==> config.mk <==
export PLATFORM = sky130hd
export DESIGN_NAME = wb_stage_flat
export DESIGN_NICKNAME = d
export VERILOG_FILES = /design/src/rtl/wb_stage_if.sv /design/src/rtl/wb_stage.sv /design/src/flat_wrapper.sv
export SDC_FILE = /design/constraint.sdc
export NUM_CORES = 1
export LEC_CHECK = 0
export CAP_MARGIN = 20
export CELL_PAD_IN_SITES_DETAIL_PLACEMENT = 0
export CELL_PAD_IN_SITES_GLOBAL_PLACEMENT = 2
export CORE_MARGIN = 2
export CORE_UTILIZATION = 25
export DETAILED_ROUTE_END_ITERATION = 16
export PLACE_DENSITY_LB_ADDON = 0.25
export SYNTH_ARGS = -nofsm -noshare
export SYNTH_HDL_FRONTEND = slang
export SYNTH_SLANG_ARGS = --single-unit
==> constraint.sdc <==
create_clock -name clk -period 2.5 [get_ports clk]
set_input_delay 0.75 -clock clk [delete_from_list [all_inputs] [get_ports clk]]
set_output_delay 0.75 -clock clk [all_outputs]
set_load 0.1 [all_outputs]
==> src/rtl/wb_stage_if.sv <==
// ---------------------------------------------------------------------------
// wb_stage_if
//
// Bundles everything that crosses the boundary of the Y86-64 write-back stage
// except the clock and reset.
//
// Signal groups:
//   memory-stage result  : m_valid, m_stat, m_icode, m_valE, m_valM, m_dstE, m_dstM
//   pipeline control     : w_stall, w_bubble
//   register-file ports  : dstE, valE, dstM, valM
//   status / hazard view : w_stat, w_icode, halted
//   retire counter       : retired (CNT_W bits)
//   debug                : wbState (FSM state, 0 = RUN, 1 = STOP)
//
// Control protocol:
//   m_valid marks a real instruction, and m_valid = 0 is a bubble. Nothing
//   back-pressures the memory stage from here. On every rising edge the
//   W register either captures m_*, holds (w_stall), or loads a bubble
//   (w_bubble). If w_stall and w_bubble are both high, the register holds.
//   Once W holds a non-AOK status the stage is frozen: m_*, w_stall and
//   w_bubble are ignored until reset.
//
// Modports:
//   master : the pipeline side (memory stage plus hazard unit) that drives
//            m_* and control and consumes the write ports and status.
//   slave  : the write-back stage itself.
// ---------------------------------------------------------------------------
interface wb_stage_if #(
    parameter int CNT_W = 32
);
    // memory-stage result
    logic             m_valid;
    logic [1:0]       m_stat;
    logic [3:0]       m_icode;
    logic [63:0]      m_valE;
    logic [63:0]      m_valM;
    logic [3:0]       m_dstE;
    logic [3:0]       m_dstM;

    // pipeline control
    logic             w_stall;
    logic             w_bubble;

    // register-file write ports
    logic [3:0]       dstE;
    logic [63:0]      valE;
    logic [3:0]       dstM;
    logic [63:0]      valM;

    // status
    logic [1:0]       w_stat;
    logic [3:0]       w_icode;
    logic             halted;
    logic [CNT_W-1:0] retired;

    // debug view of the freeze FSM
    logic             wbState;

    modport master (
        output m_valid, m_stat, m_icode, m_valE, m_valM, m_dstE, m_dstM,
        output w_stall, w_bubble,
        input  dstE, valE, dstM, valM,
        input  w_stat, w_icode, halted, retired,
        input  wbState
    );

    modport slave (
        input  m_valid, m_stat, m_icode, m_valE, m_valM, m_dstE, m_dstM,
        input  w_stall, w_bubble,
        output dstE, valE, dstM, valM,
        output w_stat, w_icode, halted, retired,
        output wbState
    );
endinterface

==> src/rtl/wb_stage.sv <==
// ---------------------------------------------------------------------------
// wb_stage
//
// Write-back stage of the pipelined Y86-64 core. This is the pipeline
// register between memory and write-back, and it is the only driver of the
// register file's write ports.
//
// Behaviour:
//   - W captures the memory-stage result one cycle after it is presented.
//   - w_stall holds W and w_bubble loads a nop bubble. Stall wins when both
//     are high.
//   - An instruction with a non-AOK status never writes the register file.
//     Once it is in W the stage freezes (STOP) until reset, and halted is
//     asserted in the same cycle.
//   - popq %rsp names the same register for E and M. Only the M write
//     (the popped value) is presented.
//
// Ports:
//   clk    : pipeline clock, all state changes on the rising edge
//   rst_n  : synchronous active-low reset
//   wb     : wb_stage_if.slave, which carries the memory-stage inputs,
//            stall/bubble control, write ports, status and counter
//
// Parameters:
//   CNT_W  : width of the retired-instruction counter
//
// Build option:
//   WB_RETIRE_CNT_EN : when defined, retired counts the instructions that
//                      leave W successfully. When undefined, retired is
//                      tied to zero and no counter flops exist.
// ---------------------------------------------------------------------------
module wb_stage #(
    parameter int CNT_W = 32
) (
    input  logic       clk,
    input  logic       rst_n,
    wb_stage_if.slave  wb
);

    localparam logic [1:0] STAT_AOK  = 2'd0;
    localparam logic [3:0] REG_NONE  = 4'hf;
    localparam logic [3:0] ICODE_NOP = 4'h1;

    // W pipeline register contents
    typedef struct packed {
        logic        valid;
        logic [1:0]  stat;
        logic [3:0]  icode;
        logic [63:0] valE;
        logic [63:0] valM;
        logic [3:0]  dstE;
        logic [3:0]  dstM;
    } wReg_t;

    localparam wReg_t BUBBLE = '{
        valid: 1'b0,
        stat:  STAT_AOK,
        icode: ICODE_NOP,
        valE:  64'd0,
        valM:  64'd0,
        dstE:  REG_NONE,
        dstM:  REG_NONE
    };

    // RUN: W holds an AOK instruction or a bubble.
    // STOP: W holds a faulting or halting instruction and is frozen.
    typedef enum logic {
        RUN  = 1'b0,
        STOP = 1'b1
    } state_t;

    state_t state;
    state_t stateNext;
    wReg_t  wQ;
    wReg_t  wNext;
    wReg_t  mIn;

    // Present the memory-stage result as a W record so the capture path is a
    // single struct assignment.
    always_comb begin
        mIn       = BUBBLE;
        mIn.valid = wb.m_valid;
        mIn.stat  = wb.m_stat;
        mIn.icode = wb.m_icode;
        mIn.valE  = wb.m_valE;
        mIn.valM  = wb.m_valM;
        mIn.dstE  = wb.m_dstE;
        mIn.dstM  = wb.m_dstM;
    end

    // ------------------------------------------------------------------
    // State register and W register
    // ------------------------------------------------------------------
    always_ff @(posedge clk) begin
        if (!rst_n) begin
            state <= RUN;
            wQ    <= BUBBLE;
        end else begin
            state <= stateNext;
            wQ    <= wNext;
        end
    end

    // ------------------------------------------------------------------
    // Next-state and next-W logic
    // The FSM state always agrees with (wQ.stat != AOK). It is kept as an
    // explicit state so the freeze condition is visible by name.
    // ------------------------------------------------------------------
    always_comb begin
        stateNext = state;
        wNext     = wQ;
        unique case (state)
            RUN: begin
                if (wb.w_stall) begin
                    wNext = wQ;
                end else if (wb.w_bubble) begin
                    wNext = BUBBLE;
                end else begin
                    wNext = mIn;
                    // Any non-AOK status freezes the stage as soon as it
                    // reaches W, whether or not it is marked valid.
                    if (wb.m_stat != STAT_AOK) begin
                        stateNext = STOP;
                    end
                end
            end
            STOP: begin
                // Only reset leaves STOP. Inputs and control are ignored.
                stateNext = STOP;
                wNext     = wQ;
            end
            default: begin
                stateNext = RUN;
                wNext     = BUBBLE;
            end
        endcase
    end

    // ------------------------------------------------------------------
    // Register-file write ports
    // These decode only flopped W fields, so the level-sensitive register
    // file never sees a path from the memory stage or from the control
    // inputs.
    // ------------------------------------------------------------------
    logic writeEn;
    logic dualDst;

    assign writeEn = wQ.valid && (wQ.stat == STAT_AOK);
    // popq %rsp: E and M name the same register. M (the loaded value) wins.
    assign dualDst = (wQ.dstE == wQ.dstM) && (wQ.dstM != REG_NONE);

    assign wb.dstM = writeEn ? wQ.dstM : REG_NONE;
    assign wb.dstE = (writeEn && !dualDst) ? wQ.dstE : REG_NONE;
    // The data ports always show the register contents. Only the indices gate
    // the write.
    assign wb.valE = wQ.valE;
    assign wb.valM = wQ.valM;

    // ------------------------------------------------------------------
    // Status outputs
    // ------------------------------------------------------------------
    assign wb.w_stat  = wQ.stat;
    assign wb.w_icode = wQ.icode;
    assign wb.halted  = (wQ.stat != STAT_AOK);
    assign wb.wbState = state;

    // ------------------------------------------------------------------
    // Retired-instruction counter
    // An instruction is counted on the edge where it leaves W: it is valid,
    // AOK, and W is not being held. A stalled instruction is counted later,
    // when it finally moves on. In STOP the count is held because W is
    // frozen.
    // ------------------------------------------------------------------
`ifdef WB_RETIRE_CNT_EN
    logic [CNT_W-1:0] retiredQ;
    logic             retireNow;

    assign retireNow = writeEn && (state == RUN) && !wb.w_stall;

    always_ff @(posedge clk) begin
        if (!rst_n) begin
            retiredQ <= '0;
        end else if (retireNow) begin
            // Wraps modulo 2^CNT_W.
            retiredQ <= retiredQ + CNT_W'(1);
        end
    end

    assign wb.retired = retiredQ;
`else
    assign wb.retired = {CNT_W{1'b0}};
`endif

endmodule

==> src/flat_wrapper.sv <==
// flat-port wrapper written by rule: the top's interface ports become plain ports
module wb_stage_flat 
#(
    parameter int CNT_W = 32
)
  (clk, rst_n, wb_m_valid, wb_m_stat, wb_m_icode, wb_m_valE, wb_m_valM, wb_m_dstE, wb_m_dstM, wb_w_stall, wb_w_bubble, wb_dstE, wb_valE, wb_dstM, wb_valM, wb_w_stat, wb_w_icode, wb_halted, wb_retired, wb_wbState);
  wb_stage_if #(.CNT_W(CNT_W)) wb_i ();
  input  logic clk;
  input  logic rst_n;
  input wire logic [$bits(wb_i.m_valid)-1:0] wb_m_valid;
  input wire logic [$bits(wb_i.m_stat)-1:0] wb_m_stat;
  input wire logic [$bits(wb_i.m_icode)-1:0] wb_m_icode;
  input wire logic [$bits(wb_i.m_valE)-1:0] wb_m_valE;
  input wire logic [$bits(wb_i.m_valM)-1:0] wb_m_valM;
  input wire logic [$bits(wb_i.m_dstE)-1:0] wb_m_dstE;
  input wire logic [$bits(wb_i.m_dstM)-1:0] wb_m_dstM;
  input wire logic [$bits(wb_i.w_stall)-1:0] wb_w_stall;
  input wire logic [$bits(wb_i.w_bubble)-1:0] wb_w_bubble;
  output wire logic [$bits(wb_i.dstE)-1:0] wb_dstE;
  output wire logic [$bits(wb_i.valE)-1:0] wb_valE;
  output wire logic [$bits(wb_i.dstM)-1:0] wb_dstM;
  output wire logic [$bits(wb_i.valM)-1:0] wb_valM;
  output wire logic [$bits(wb_i.w_stat)-1:0] wb_w_stat;
  output wire logic [$bits(wb_i.w_icode)-1:0] wb_w_icode;
  output wire logic [$bits(wb_i.halted)-1:0] wb_halted;
  output wire logic [$bits(wb_i.retired)-1:0] wb_retired;
  output wire logic [$bits(wb_i.wbState)-1:0] wb_wbState;
  assign wb_i.m_valid = wb_m_valid;
  assign wb_i.m_stat = wb_m_stat;
  assign wb_i.m_icode = wb_m_icode;
  assign wb_i.m_valE = wb_m_valE;
  assign wb_i.m_valM = wb_m_valM;
  assign wb_i.m_dstE = wb_m_dstE;
  assign wb_i.m_dstM = wb_m_dstM;
  assign wb_i.w_stall = wb_w_stall;
  assign wb_i.w_bubble = wb_w_bubble;
  assign wb_dstE = wb_i.dstE;
  assign wb_valE = wb_i.valE;
  assign wb_dstM = wb_i.dstM;
  assign wb_valM = wb_i.valM;
  assign wb_w_stat = wb_i.w_stat;
  assign wb_w_icode = wb_i.w_icode;
  assign wb_halted = wb_i.halted;
  assign wb_retired = wb_i.retired;
  assign wb_wbState = wb_i.wbState;
  wb_stage #(.CNT_W(CNT_W)) u_core (.clk(clk), .rst_n(rst_n), .wb(wb_i));
endmodule
==> reports/metrics.cfg <==
[route]
drc = 0
ant_nets = 0
avgRoutedWirePerCell_um = 16.00
drtIter0Drc = 277
vias = 5598
drt_first_pass_iters = 5
detail_route.vias_per_cell = 4.150
routed_wirelength_um = 21590

[grt]
grt_max_degree = 145
grt_overflow = 0
grt.total_usage = 0.1381
antenna_found_initial = 0
grt_pass1_wl_um = 32770
grt_pass1_vias = 5506

[die]
coreArea_um2 = 28630
dieWidth_um = 174.5
num_rows = 62
initial_utilization = 0.2538
die_area_um2 = 30440
io_pins = 323
dieHeight_um = 174.5

[critical_path]
setup.worst_path.end_class = output port
crit_required_ns = 1.75
crit_buf_inv = 1
path_delay_family = compound AO/OA/AOI/OAI gates
cp.arrival_ns = 1.61
crit_type = flop to output port
worst-path-max-fanout = 4
cp_slowest_cell = dfxtp_1
critical-path-max-stage-delay_ns = 0.39
timing.reg2reg.worst_path_depth = 4
path_depth = 4
path_cells = xnor2_1 > o2111ai_2 > o21ai_2 > buf_12
cp-start-kind = flop

[synthesis]
synth_common_cells = buf_4 (168), dfxtp_1 (144), nand2_1 (135)
synth_area_leaders = dfxtp_1 (40%), buf_4 (17%), nand3b_1 (14%)
syn_area_um2 = 7264
synth_flop_cell = dfxtp_1
synth-seq-area-share = 0.3968
syn_inst = 829
ys_types = 24
syn_avg_cell_area_um2 = 8.763
synth-edff-count = 0
synth_top_area_frac = 0.3968
ys_warn_count = 0
ys_ff_latch = 144
synth.most_common_cell = buf_4
synthArstFlopShare = 0
yosysTopAreaCell = dfxtp_1

[worst_hold_path]
hp-class = flop to flop
whs_path_depth = 2

[power]
p_per_area_nw_per_um2 = 696.1
irDropWorstVdd_v = 0.0003895
total_power_mw = 6.770
leakage_nw = 3.724

[placement]
hpwl_um = 14060
port_buffers = 290
gp_congestion = 0.6864
pre_cts_ws_ns = 0.2480

[finish]
nets = 1099
syn_to_final_growth_pct = 33.88
antenna_cells = 0
drive_gt1_frac = 0.2073
fillers = 2990

[timing]
skew_ns = 0.01143
period_share = 0.9451
setup_violations = 0
min_period_ns = 2.363
timing.slew.headroom = 0.5717
fmax_mhz = 423.2
setup_slack_ns = 0.1373
drv_slew = 0
max_slew.worst_pin.slew_ns = 0.6425
hold_viol = 0
rsz0062_at_grt = true
holdWs_ns = 0.4467

[clock_network]
cts_hold_buffers = 0
cts_tree = done
htreeDepth = 4
clk_pin_slew_ns = 0.06
clk_latency_ns = 0.42
numCtsBuffers = 17
cts_root_buf = clkbuf_16
cts_setup_buffers = 0
clkSinkCount = 144
ctsLongestPathBuffers = 2

[run_status]
status = completed

[run]
cap_violations = 0

## final cells by class
type                       count  area (um^2)  area share
multi-input combinational    486         2944      0.3027
inverter                       1        3.754   0.0003860
tap                          384        480.5     0.04940
clock buffer                  18        429.2     0.04413
timing repair buffer         302         2815      0.2895
clock inverter                14        170.2     0.01750
sequential                   144         2883      0.2964
## path summary, 6_finish.rpt
kind,slack (ns),from,to
min,0.45,u_core.wb.valE[59],u_core.wb.valE[59]
max,0.14,u_core.wQ[3],wb_dstE[1]
max reg2reg,1.16,u_core.wb.wbState,u_core.wb.valM[50]
min reg2reg,0.45,u_core.wb.valE[59],u_core.wb.valE[59]
## sequential cells by signal (all words and copies together), names as in the netlist
name               flops
u_core.wb.wbState      1
u_core.wb.valE        64
u_core.wb.w_icode      4
u_core.wb.valM        64
u_core.wQ              9
u_core.wb.w_stat       2
## placed cells by master, fill, tap and decap left out, drive strengths merged, types with 12 or more instances in the layout
master         instances
clkbuf                18
nand3b               134
buf                  158
clkdlybuf4s50        144
conb                  32
dfxtp                144
a21boi               135
nand2                135
nor2                  15
o21ai                 12
## worst register-to-register path, cell delays in order, from the launching register on
cell and delay, ns:
dfxtp_1 0.36, nor2_4 0.20, buf_12 0.31, nand3b_1 0.22, a21boi_0 0.18
## where the power goes
group | switching, mW | internal [mW] | total [mW]
registers | 0.0513 | 2.39 | 2.44
clock network | 1.15 | 1.51 | 2.66
logic | 1.19 | 0.477 | 1.67
## metal layers
metal	track usage	up-vias	wire (um)	share of wire
met1	0.1796	2592	9796	0.45
li1	-	2798	-	-
met5	0	-	0	0
met4	0.02731	0	120	0.0056
met3	0.06474	9	2201	0.10
met2	0.2092	199	9468	0.44
## per-stage QoR
| stage | utilization | cell area (um^2) | TNS (ns) | instances |
|---|---|---|---|---|
| 6_report | 0.3398 | 9726 | 0 | 1349 |
| 5_1_grt | 0.3398 | 9726 | -0.03798 | 1349 |
| 4_1_cts | 0.3389 | 9701 | 0 | 1349 |
| 3_5_place_dp | 0.3179 | 9099 | 0 | 1317 |
| 3_3_place_gp | 0.3179 | 9099 | 0 | 1317 |
| 2_1_floorplan | - | 7381 | -0.9307 | 860 |
## repair_timing
action,in CTS,in global routing
pin swaps,0,5
resized for setup,1,8
endpoints found under the setup margin,3,5
## cell families after synthesis
| group | count (synthesis) | share of synthesized area |
|---|---|---|
| and+or+nand+nor | 302 | 0.2310 |
| buffers and inverters | 230 | 0.2181 |
| AOI/OAI and AO/OA | 149 | 0.1500 |
| DFF | 144 | 0.3968 |
| xor gates and xnor gates | 3 | 0.003618 |
| other | 1 | 0.0005162 |
(Power assumes the default switching activity.)
